<file path="src/rtl/pipe_chain_if.sv">
// Valid/ready handshake bundle for both ends of an elastic pipeline chain.
// The chain is the slave; the upstream producer / downstream consumer side is the master.
interface pipe_chain_if #(
    parameter int unsigned N = 32
);
    logic         in_valid;
    logic         in_ready;
    logic [N-1:0] in_data;
    logic         out_valid;
    logic         out_ready;
    logic [N-1:0] out_data;

    modport master (
        output in_valid, in_data, out_ready,
        input  in_ready, out_valid, out_data
    );

    modport slave (
        input  in_valid, in_data, out_ready,
        output in_ready, out_valid, out_data
    );
endinterface

</file>
<file path="src/rtl/pipe_chain.sv">
// Elastic chain of DEPTH register stages with per-stage valid, bubble collapsing,
// synchronous flush and an occupancy count derived from the valid bits.
module pipe_chain #(
    parameter  int unsigned N     = 32,
    parameter  int unsigned DEPTH = 2,
    localparam int unsigned CW    = $clog2(DEPTH + 1)
) (
    input  logic          clk,
    input  logic          reset,
    input  logic          flush,
    pipe_chain_if.slave   bus,
    output logic [CW-1:0] occupancy
);
    logic [DEPTH-1:0] r_valid;
    logic [N-1:0]     r_data [DEPTH];

    logic [DEPTH-1:0] w_accept;
    logic [DEPTH-1:0] w_fill;
    logic             w_out_valid;
    logic             w_out_adv;
    logic             w_in_ready;
    logic             w_in_xfer;
    logic [CW-1:0]    w_occ;

    assign w_out_valid = r_valid[DEPTH-1] & ~flush;
    assign w_out_adv   = w_out_valid & bus.out_ready;

    // A stage can take new contents if it or any stage downstream of it is empty,
    // or the last stage is draining this cycle.
    always_comb begin
        w_accept = '0;
        for (int i = 0; i < DEPTH; i++) begin
            w_accept[i] = w_out_adv;
            for (int j = i; j < DEPTH; j++) begin
                if (!r_valid[j]) begin
                    w_accept[i] = 1'b1;
                end
            end
        end
    end

    assign w_in_ready = w_accept[0] & ~flush;
    assign w_in_xfer  = bus.in_valid & w_in_ready;

    // Stage i receives a word when its upstream neighbour holds one and it accepts.
    always_comb begin
        w_fill    = '0;
        w_fill[0] = w_in_xfer;
        for (int i = 1; i < DEPTH; i++) begin
            w_fill[i] = r_valid[i-1] & w_accept[i];
        end
    end

    always_ff @(posedge clk) begin
        if (!reset) begin
            r_valid <= '0;
            for (int i = 0; i < DEPTH; i++) begin
                r_data[i] <= '0;
            end
        end else if (flush) begin
            r_valid <= '0;
        end else begin
            for (int i = 0; i < DEPTH; i++) begin
                if (w_accept[i]) begin
                    r_valid[i] <= w_fill[i];
                end
            end
            // Data only moves on a real transfer so idle input data never enters a stage.
            if (w_fill[0]) begin
                r_data[0] <= bus.in_data;
            end
            for (int i = 1; i < DEPTH; i++) begin
                if (w_fill[i]) begin
                    r_data[i] <= r_data[i-1];
                end
            end
        end
    end

    always_comb begin
        w_occ = '0;
        for (int i = 0; i < DEPTH; i++) begin
            w_occ = w_occ + CW'(r_valid[i]);
        end
    end

    assign bus.in_ready  = w_in_ready;
    assign bus.out_valid = w_out_valid;
    assign bus.out_data  = r_data[DEPTH-1];
    assign occupancy     = w_occ;
endmodule

</file>
<file path="src/flat_wrapper.sv">
// flat-port wrapper written by rule: the top's interface ports become plain ports
module pipe_chain_flat 
#(
    parameter  int unsigned N     = 32,
    parameter  int unsigned DEPTH = 2,
    localparam int unsigned CW    = $clog2(DEPTH + 1)
)
  (clk, reset, flush, occupancy, bus_in_valid, bus_in_data, bus_out_ready, bus_in_ready, bus_out_valid, bus_out_data);
  pipe_chain_if #(.N(N)) bus_i ();
  input  logic clk;
  input  logic reset;
  input  logic flush;
  output logic [CW-1:0] occupancy;
  input wire logic [$bits(bus_i.in_valid)-1:0] bus_in_valid;
  input wire logic [$bits(bus_i.in_data)-1:0] bus_in_data;
  input wire logic [$bits(bus_i.out_ready)-1:0] bus_out_ready;
  output wire logic [$bits(bus_i.in_ready)-1:0] bus_in_ready;
  output wire logic [$bits(bus_i.out_valid)-1:0] bus_out_valid;
  output wire logic [$bits(bus_i.out_data)-1:0] bus_out_data;
  assign bus_i.in_valid = bus_in_valid;
  assign bus_i.in_data = bus_in_data;
  assign bus_i.out_ready = bus_out_ready;
  assign bus_in_ready = bus_i.in_ready;
  assign bus_out_valid = bus_i.out_valid;
  assign bus_out_data = bus_i.out_data;
  pipe_chain #(.N(N), .DEPTH(DEPTH)) u_core (.clk(clk), .reset(reset), .flush(flush), .bus(bus_i), .occupancy(occupancy));
endmodule
</file>
<file path="config.mk">
export PLATFORM = sky130hd
export DESIGN_NAME = pipe_chain_flat
export DESIGN_NICKNAME = d
export VERILOG_FILES = /design/src/rtl/pipe_chain_if.sv /design/src/rtl/pipe_chain.sv /design/src/flat_wrapper.sv
export SDC_FILE = /design/constraint.sdc
export NUM_CORES = 1
export LEC_CHECK = 0
export BUFFER_PORTS_ARGS = -buffer_cell sky130_fd_sc_hd__buf_2
export CORE_ASPECT_RATIO = 0.7
export CORE_MARGIN = 3
export CORE_UTILIZATION = 50
export CTS_CLUSTER_SIZE = 10
export DETAILED_ROUTE_END_ITERATION = 8
export GPL_TIMING_DRIVEN = 0
export PLACE_DENSITY_LB_ADDON = 0.3
export SYNTH_ARGS = -nofsm -noshare
export SYNTH_HDL_FRONTEND = slang
export SYNTH_SLANG_ARGS = --single-unit
export TNS_END_PERCENT = 30
</file>
<file path="constraint.sdc">
create_clock -name clk -period 7 [get_ports clk]
set_clock_uncertainty 0.05 [all_clocks]
set_input_delay 2.1 -clock clk [delete_from_list [all_inputs] [get_ports clk]]
set_output_delay 2.1 -clock clk [all_outputs]
set_load 0.02 [all_outputs]
</file>
* Word level (Yosys, flattened, before mapping)
Memories as Yosys holds them, arrays and structs flattened.
Cells that the tools add are included.
** Storage, ports and cells
- Flip-flop bits (word level) :: 2
- Bits in writable memories :: 64
- Output and inout bits :: 36
- Memories kept :: 1
** Memories
- u_core.r_data :: words 2, bits a word 32, rd ports 2, clocked after memory_dff 0, write ports 2, RTL line pipe_chain.sv:15 : logic [N-1:0] r_data [DEPTH];
** Cells by class
- $add $sub $neg :: 1
- Mux-type cells :: 14
- Bitwise gates (word level) :: 9
- Reduce and logical (&&, ||, !) cells :: 1
** Operator list (number)
- $mux 32 :: 2
- $mux 1 :: 12
- $and 1x1->1 :: 5
- $add 1x1->2 :: 1
- $not 1->1 :: 2
- $or 1x1->1 :: 2
- $reduce_or 2->1 :: 1

* Depth between registers and ports, before layout
Gate-level depths: netlist of the first run.
- Depth in word-level cells :: 12
- Depth in mapped cells :: 5
- Gate-level depth less buffers :: 2

* Least setup slack after synthesis of the first run
OpenSTA, ideal clock, no wires.
- Path kind :: input to register
- Start :: input port bus_out_ready
- End :: memory u_core.r_data[0][0], enable pin
- Data arrival time :: 4.959 ns
- Data required time :: 6.484 ns
- Slack :: 1.526 ns
- Stages on the path :: 5
- Buffers on the path :: 3
- Path through :: and3b_1 -> buf_6 -> buf_8 -> buf_8 -> o21ai_0
** RTL lines
- start, declared :: RTL line flat_wrapper.sv:16 : input wire logic [$bits(bus_i.out_ready)-1:0] bus_out_ready;
- end, declared :: RTL line pipe_chain.sv:15

* Worst setup path after layout of the first run
- Start :: input port bus_out_ready
- End :: output port bus_in_ready
** On the way
- Longest elaborated chain between the ends :: 4
** Ends and longest elaborated chain
- $and 1x1->1 :: RTL line pipe_chain.sv:26 : assign w_out_adv = w_out_valid & bus.out_ready;
- $mux 1 (2 in a row) :: RTL line pipe_chain.sv:35 : if (!r_valid[j]) begin
- $and 1x1->1 :: RTL line pipe_chain.sv:42 : assign w_in_ready = w_accept[0] & ~flush;
- end, declared :: RTL line flat_wrapper.sv:17 : output wire logic [$bits(bus_i.in_ready)-1:0] bus_in_ready;
No other way between the ends.

==> summary.txt, run 1 <==
most common cell after layout, fill and taps aside -> buf_2
Post-Synthesis Cells -> 196
Fmax -> 191.8 MHz
# rows -> 23
Tot Pwr -> 0.0008274 W
main combinational cell family by area after synthesis -> simple AND/OR/NAND/NOR gates
flop2flop setup slack -> 4.96 ns
R2R cell count -> 6
Worst Setup SP -> bus_out_ready
hold buffers post-CTS -> 0
Clock Path Buffers -> 2
root buffer cell -> clkbuf_8
Final HPWL DP -> 4.038 mm
met1 Resource Use GR -> 0.2146
Final period util -> 0.7448
Worst setup SP type -> primary input
# fillers -> 445
DR vias -> 1875
n_diodes -> 0
Power Density -> 212.2 nW/um2
Post-synth EDFFs -> 64
Layout area overhead -> 21.33%
relative slew slack -> 0.6194
worst r2r dst -> u_core.r_data[0][15]
DRC violations left -> 0
RSZ-0062 raised after global routing -> no
fin nets -> 319
GR peak layer -> met2
Peak VDD IR -> 0.1134 mV
critical path type -> in2out
Worst Path Arrival -> 3.06 ns
minimum clock period -> 5.213 ns
Synth Cell Area -> 3214 um2
Inserted Clock Buffers -> 9
syn_nets -> 234
end of the critical path -> bus_in_ready
Yosys cell types -> 19
top_reg_cell synth -> edfxtp_1
Clk Latency, worst-skew pair -> 0.34 ns
vias in the first global route -> 1879
setup bufs post-CTS -> 0
FF+latch count, synth -> 66
Die ar. -> 7442 um2
Vias/cell -> 5.194
CTS tree -> done
Crit. End Element -> primary output
area of the core -> 5957 um2
Die X -> 101.8 um
xor/xnor share of the synthesized area -> 0
WL/cell -> 15.99 um
GRT met2 Usage -> 0.2775
cts repair resizes -> 0
port bufs -> 72
H-tree depth -> 3
mux contribution to synthesized area -> 0
pin count of the biggest net entering global routing -> 19
final setup violation count -> 0
P_leak -> 1.498 nW
worst hold-check path type -> reg2reg
Die Span Y -> 73.08 um
post-synthesis sequential area ratio -> 0.6104
initial core utilization -> 0.5396
Critical Path Fanout Max -> 10
detailed-route wire length -> 5.774 mm
first-pass GRT wire length -> 9.377 mm
CP required -> 4.85 ns
synth warn -> 0
Placer Congestion -> 0.7899
max cap viols -> 0
most frequent cells in the layout -> buf_2 (81), edfxtp_1 (64), nor4b_1 (37)
antenna violations before repair -> 0
number of I/O pins -> 73
grt ovf -> 0
transition time of the tightest slew-check pin -> 0.5687 ns
share of layout cells above drive strength 1 -> 0.5804
syn avg cell area -> 16.40 um2
Routed Antenna Nets -> 0
Initial DRT Pass Iterations -> 4
Pins Over Slew Limit -> 0
outcome -> finished clean
drt initial violations -> 90
Synth async-reset ratio -> 0
Final Hold Vio Count -> 0
Synth Area in Simple Gates -> 0.2507
Post-Synth Adder-Cell Area -> 0.003893
compound-gate portion of the synthesized area -> 0.009342
Fin Setup TNS -> 0 ns
gr usage total -> 0.1720
GR Util met3 -> 0.06877
worst r2r src -> u_core.r_valid[0]
Reg clk slew, reported paths -> 0.06 ns
clock net sink count -> 66
[power by group]
group	switching, W	total, W	internal [W]
registers	0.00000571	0.000463	0.000457
logic	0.0000552	0.000102	0.0000470
clock network	0.000137	0.000262	0.000126
[how the worst min path moves through the flow]
stage,startpoint,to,cells past startpoint
global placement,u_core.r_valid[0],u_core.r_valid[1],1
CTS,u_core.r_valid[0],u_core.r_valid[1],1
global route,u_core.r_valid[0],u_core.r_valid[1],1
floorplan,u_core.r_valid[0],u_core.r_valid[1],1
detailed placement,u_core.r_valid[0],u_core.r_valid[1],1
finish,u_core.r_valid[0],u_core.r_valid[1],1
[area by class of cell]
cell class	instances	area (um2)	area share
Tap cell	75	93.84	0.02406
Clock inverter	4	18.77	0.004812
Buffer	53	404.1	0.1036
Sequential cell	66	1962	0.5030
Clock buffer	12	135.1	0.03465
Timing Repair Buffer	74	415.4	0.1065
Multi-Input combinational cell	77	870.8	0.2233
[kinds of logic after synthesis]
| logic type | count (synthesis) |
|---|---|
| buf+inv | 53 |
| flops | 66 |
| simple gates | 72 |
| compound gates | 4 |
| fa+ha+maj | 1 |
[synth_stat cells (2+ instances only)]
cell       n  area share
nor4b_1   37        0.10
dfxtp_1    2       0.012
buf_2      9       0.014
nor4b_4    3       0.022
buf_12     2       0.012
o21ai_0    2      0.0031
buf_6      2      0.0070
edfxtp_1  64        0.60
nor4b_2   24        0.11
clkbuf_1   5      0.0058
o21ba_2    2      0.0062
buf_8      2      0.0093
buf_4     33       0.077
nand2b_1   3      0.0058
nor2b_1    2      0.0039
[layer usage]
metal,vias to the layer above,part of all wire
li1,908,-
met5,-,0
met4,0,0.011
met3,8,0.072
met2,72,0.49
met1,887,0.43
[per-stage QoR]
stage	std cells	hold slack [ns]	worst slack, ns	area, um2	utilization
5_1_grt	361	0.5873	1.730	3900	0.6547
6_report	361	0.5445	1.787	3900	0.6547
3_5_place_dp	345	0.5301	1.778	3746	0.6289
3_3_place_gp	343	0.5218	0.3685	3669	0.6158
2_1_floorplan	196	0.4905	1.526	3214	-
4_1_cts	361	0.5456	1.778	3900	0.6547
[critical path, stage by stage]
cell     delay, ns
buf_2         0.10
and3b_1       0.23
buf_6         0.12
buf_8         0.14
buf_8         0.17
nor2_1        0.05
buf_2         0.15
[sequential cells by signal (all words and copies together), names as in the netlist]
signal / count
u_core.r_valid: 2
u_core.r_data: 64
Note: power is estimated with default switching activity, not from simulation.
==> run 2: changes to the inputs <==
CORE_UTILIZATION = 49   (was 50)
clock period = 4.5 ns   (was 7 ns; I/O delays follow)
==> run 2 against run 1 <==
Against the previous run:
- register-to-register slack got worse by 2.5 ns
- final area increased by 1.5%
- count of clock-buffer cells in the layout decreased by 2
- global-route usage decreased by 0.98 points
- utilization decreased by 2.4 points
- flip-flop and latch count unchanged
- critical path depth unchanged
- sequential power increased by 56%
- final cell count increased by 0.83%
- combinational power increased by 56%
==> summary.txt, run 2 (synthesized netlist as in run 1, its figures left out) <==
outcome -> finished clean
Inserted Clock Buffers -> 9
gr usage total -> 0.1622
fin nets -> 319
Layout area overhead -> 23.16%
worst r2r dst -> u_core.r_data[0][23]
Critical Path Fanout Max -> 10
transition time of the tightest slew-check pin -> 0.6200 ns
drt initial violations -> 111
first-pass GRT wire length -> 9.239 mm
hold path cells -> 1
worst r2r src -> u_core.r_valid[0]
Clk Latency, worst-skew pair -> 0.33 ns
port bufs -> 72
most frequent cells in the layout -> buf_2 (81), edfxtp_1 (64), nor4b_1 (37)
post-layout util -> 0.6308
DR vias -> 1894
initial core utilization -> 0.5122
minimum clock period -> 3.714 ns
DRC violations left -> 0
Placer Congestion -> 0.7488
area of the core -> 6276 um2
# rows -> 24
H-tree depth -> 3
max cap viols -> 0
pin count of the biggest net entering global routing -> 18
Initial DRT Pass Iterations -> 4
Fmax -> 269.3 MHz
Power Density -> 354.1 nW/um2
Worst Path Arrival -> 2.31 ns
final setup violation count -> 0
antenna violations before repair -> 0
Routed Antenna Nets -> 0
Worst setup SP type -> primary input
RSZ-0062 raised after global routing -> no
CTS tree -> done
hold path start -> u_core.r_valid[0]
most common cell after layout, fill and taps aside -> buf_2
hold buffers post-CTS -> 0
CP required -> 3.10 ns
Reg with most FFs -> u_core.r_data
Die Span Y -> 73.77 um
setup bufs post-CTS -> 0
relative slew slack -> 0.5851
vias in the first global route -> 1879
P_leak -> 1.520 nW
flop2flop setup slack -> 2.44 ns
root buffer cell -> clkbuf_8
Final period util -> 0.8253
grt ovf -> 0
Final HPWL DP -> 4.025 mm
Peak VDD IR -> 0.2088 mV
R2R cell count -> 6
Fin Setup TNS -> 0 ns
Pins Over Slew Limit -> 0
Largest regs -> u_core.r_data: 64 flops, u_core.r_valid: 2 flops
Die ar. -> 7583 um2
worst hold-check path type -> reg2reg
clock net sink count -> 66
Hold Path End -> u_core.r_valid[1]
n_diodes -> 0
Tot Pwr -> 0.001402 W
detailed-route wire length -> 5.746 mm
max reg flops -> 64
Clock Path Buffers -> 2
Die X -> 102.8 um
Crit. End Element -> primary output
Vias/cell -> 5.203
WL/cell -> 15.79 um
critical path type -> in2out
cts repair resizes -> 0
number of I/O pins -> 73
share of layout cells above drive strength 1 -> 0.5874
Reg clk slew, reported paths -> 0.07 ns
Final Hold Vio Count -> 0
## run 2: cell type report
cell class | instances | area, um2
clock buffers | 10 | 127.6
multi-input cells | 77 | 870.8
well taps | 78 | 97.59
repair buffers | 74 | 415.4
clock inverters | 6 | 81.33
flip-flops and latches | 66 | 1962
plain buffers | 53 | 404.1
fillers | 472 | 2317
## run 2: stage by stage
step	hold WS [ns]	cell area (um2)	setup WS, ns	instances
finish	0.5403	3959	0.7861	364
global route	0.5633	3959	0.7446	364
CTS	0.5449	3959	0.7797	364
detailed placement	0.5291	3750	0.7771	348
global placement	0.5160	3672	-0.8506	346
floorplan	0.4905	3214	0.2234	196
## run 2: worst max-delay path by stage
stage | endpoint | slack [ns] | from
6_report | bus_in_ready | 0.79 | bus_out_ready
5_1_grt | bus_in_ready | 0.74 | bus_out_ready
3_3_place_gp | u_core.r_data[0][34] | -0.85 | flush
2_1_floorplan | u_core.r_data[0][32] | 0.22 | flush
4_1_cts | bus_in_ready | 0.78 | bus_out_ready
3_5_place_dp | bus_in_ready | 0.78 | bus_out_ready
## run 2: layer usage
metal / track usage / wire [um] / vias up
li1: - / - / 913
met1: 0.2047 / 2466 / 914
met2: 0.2675 / 2881 / 59
met3: 0.05313 / 334 / 8
met4: 0.05029 / 62 / 0
met5: 0 / 0 / -
## run 2: report_power, final
group / internal (W) / switching [W] / leakage, nW / total [W]
Clock: 0.000308 / 0.000215 / 0.104 / 0.000523
Combinational: 0.0000731 / 0.0000858 / 0.726 / 0.000159
Sequential: 0.000711 / 0.00000877 / 0.691 / 0.000720
## run 2: critical path, cell delays in order
cell and delay (ns):
buf_2 0.10, and3b_1 0.23, buf_6 0.12, buf_8 0.14, buf_8 0.17, nor2_1 0.05, buf_2 0.15
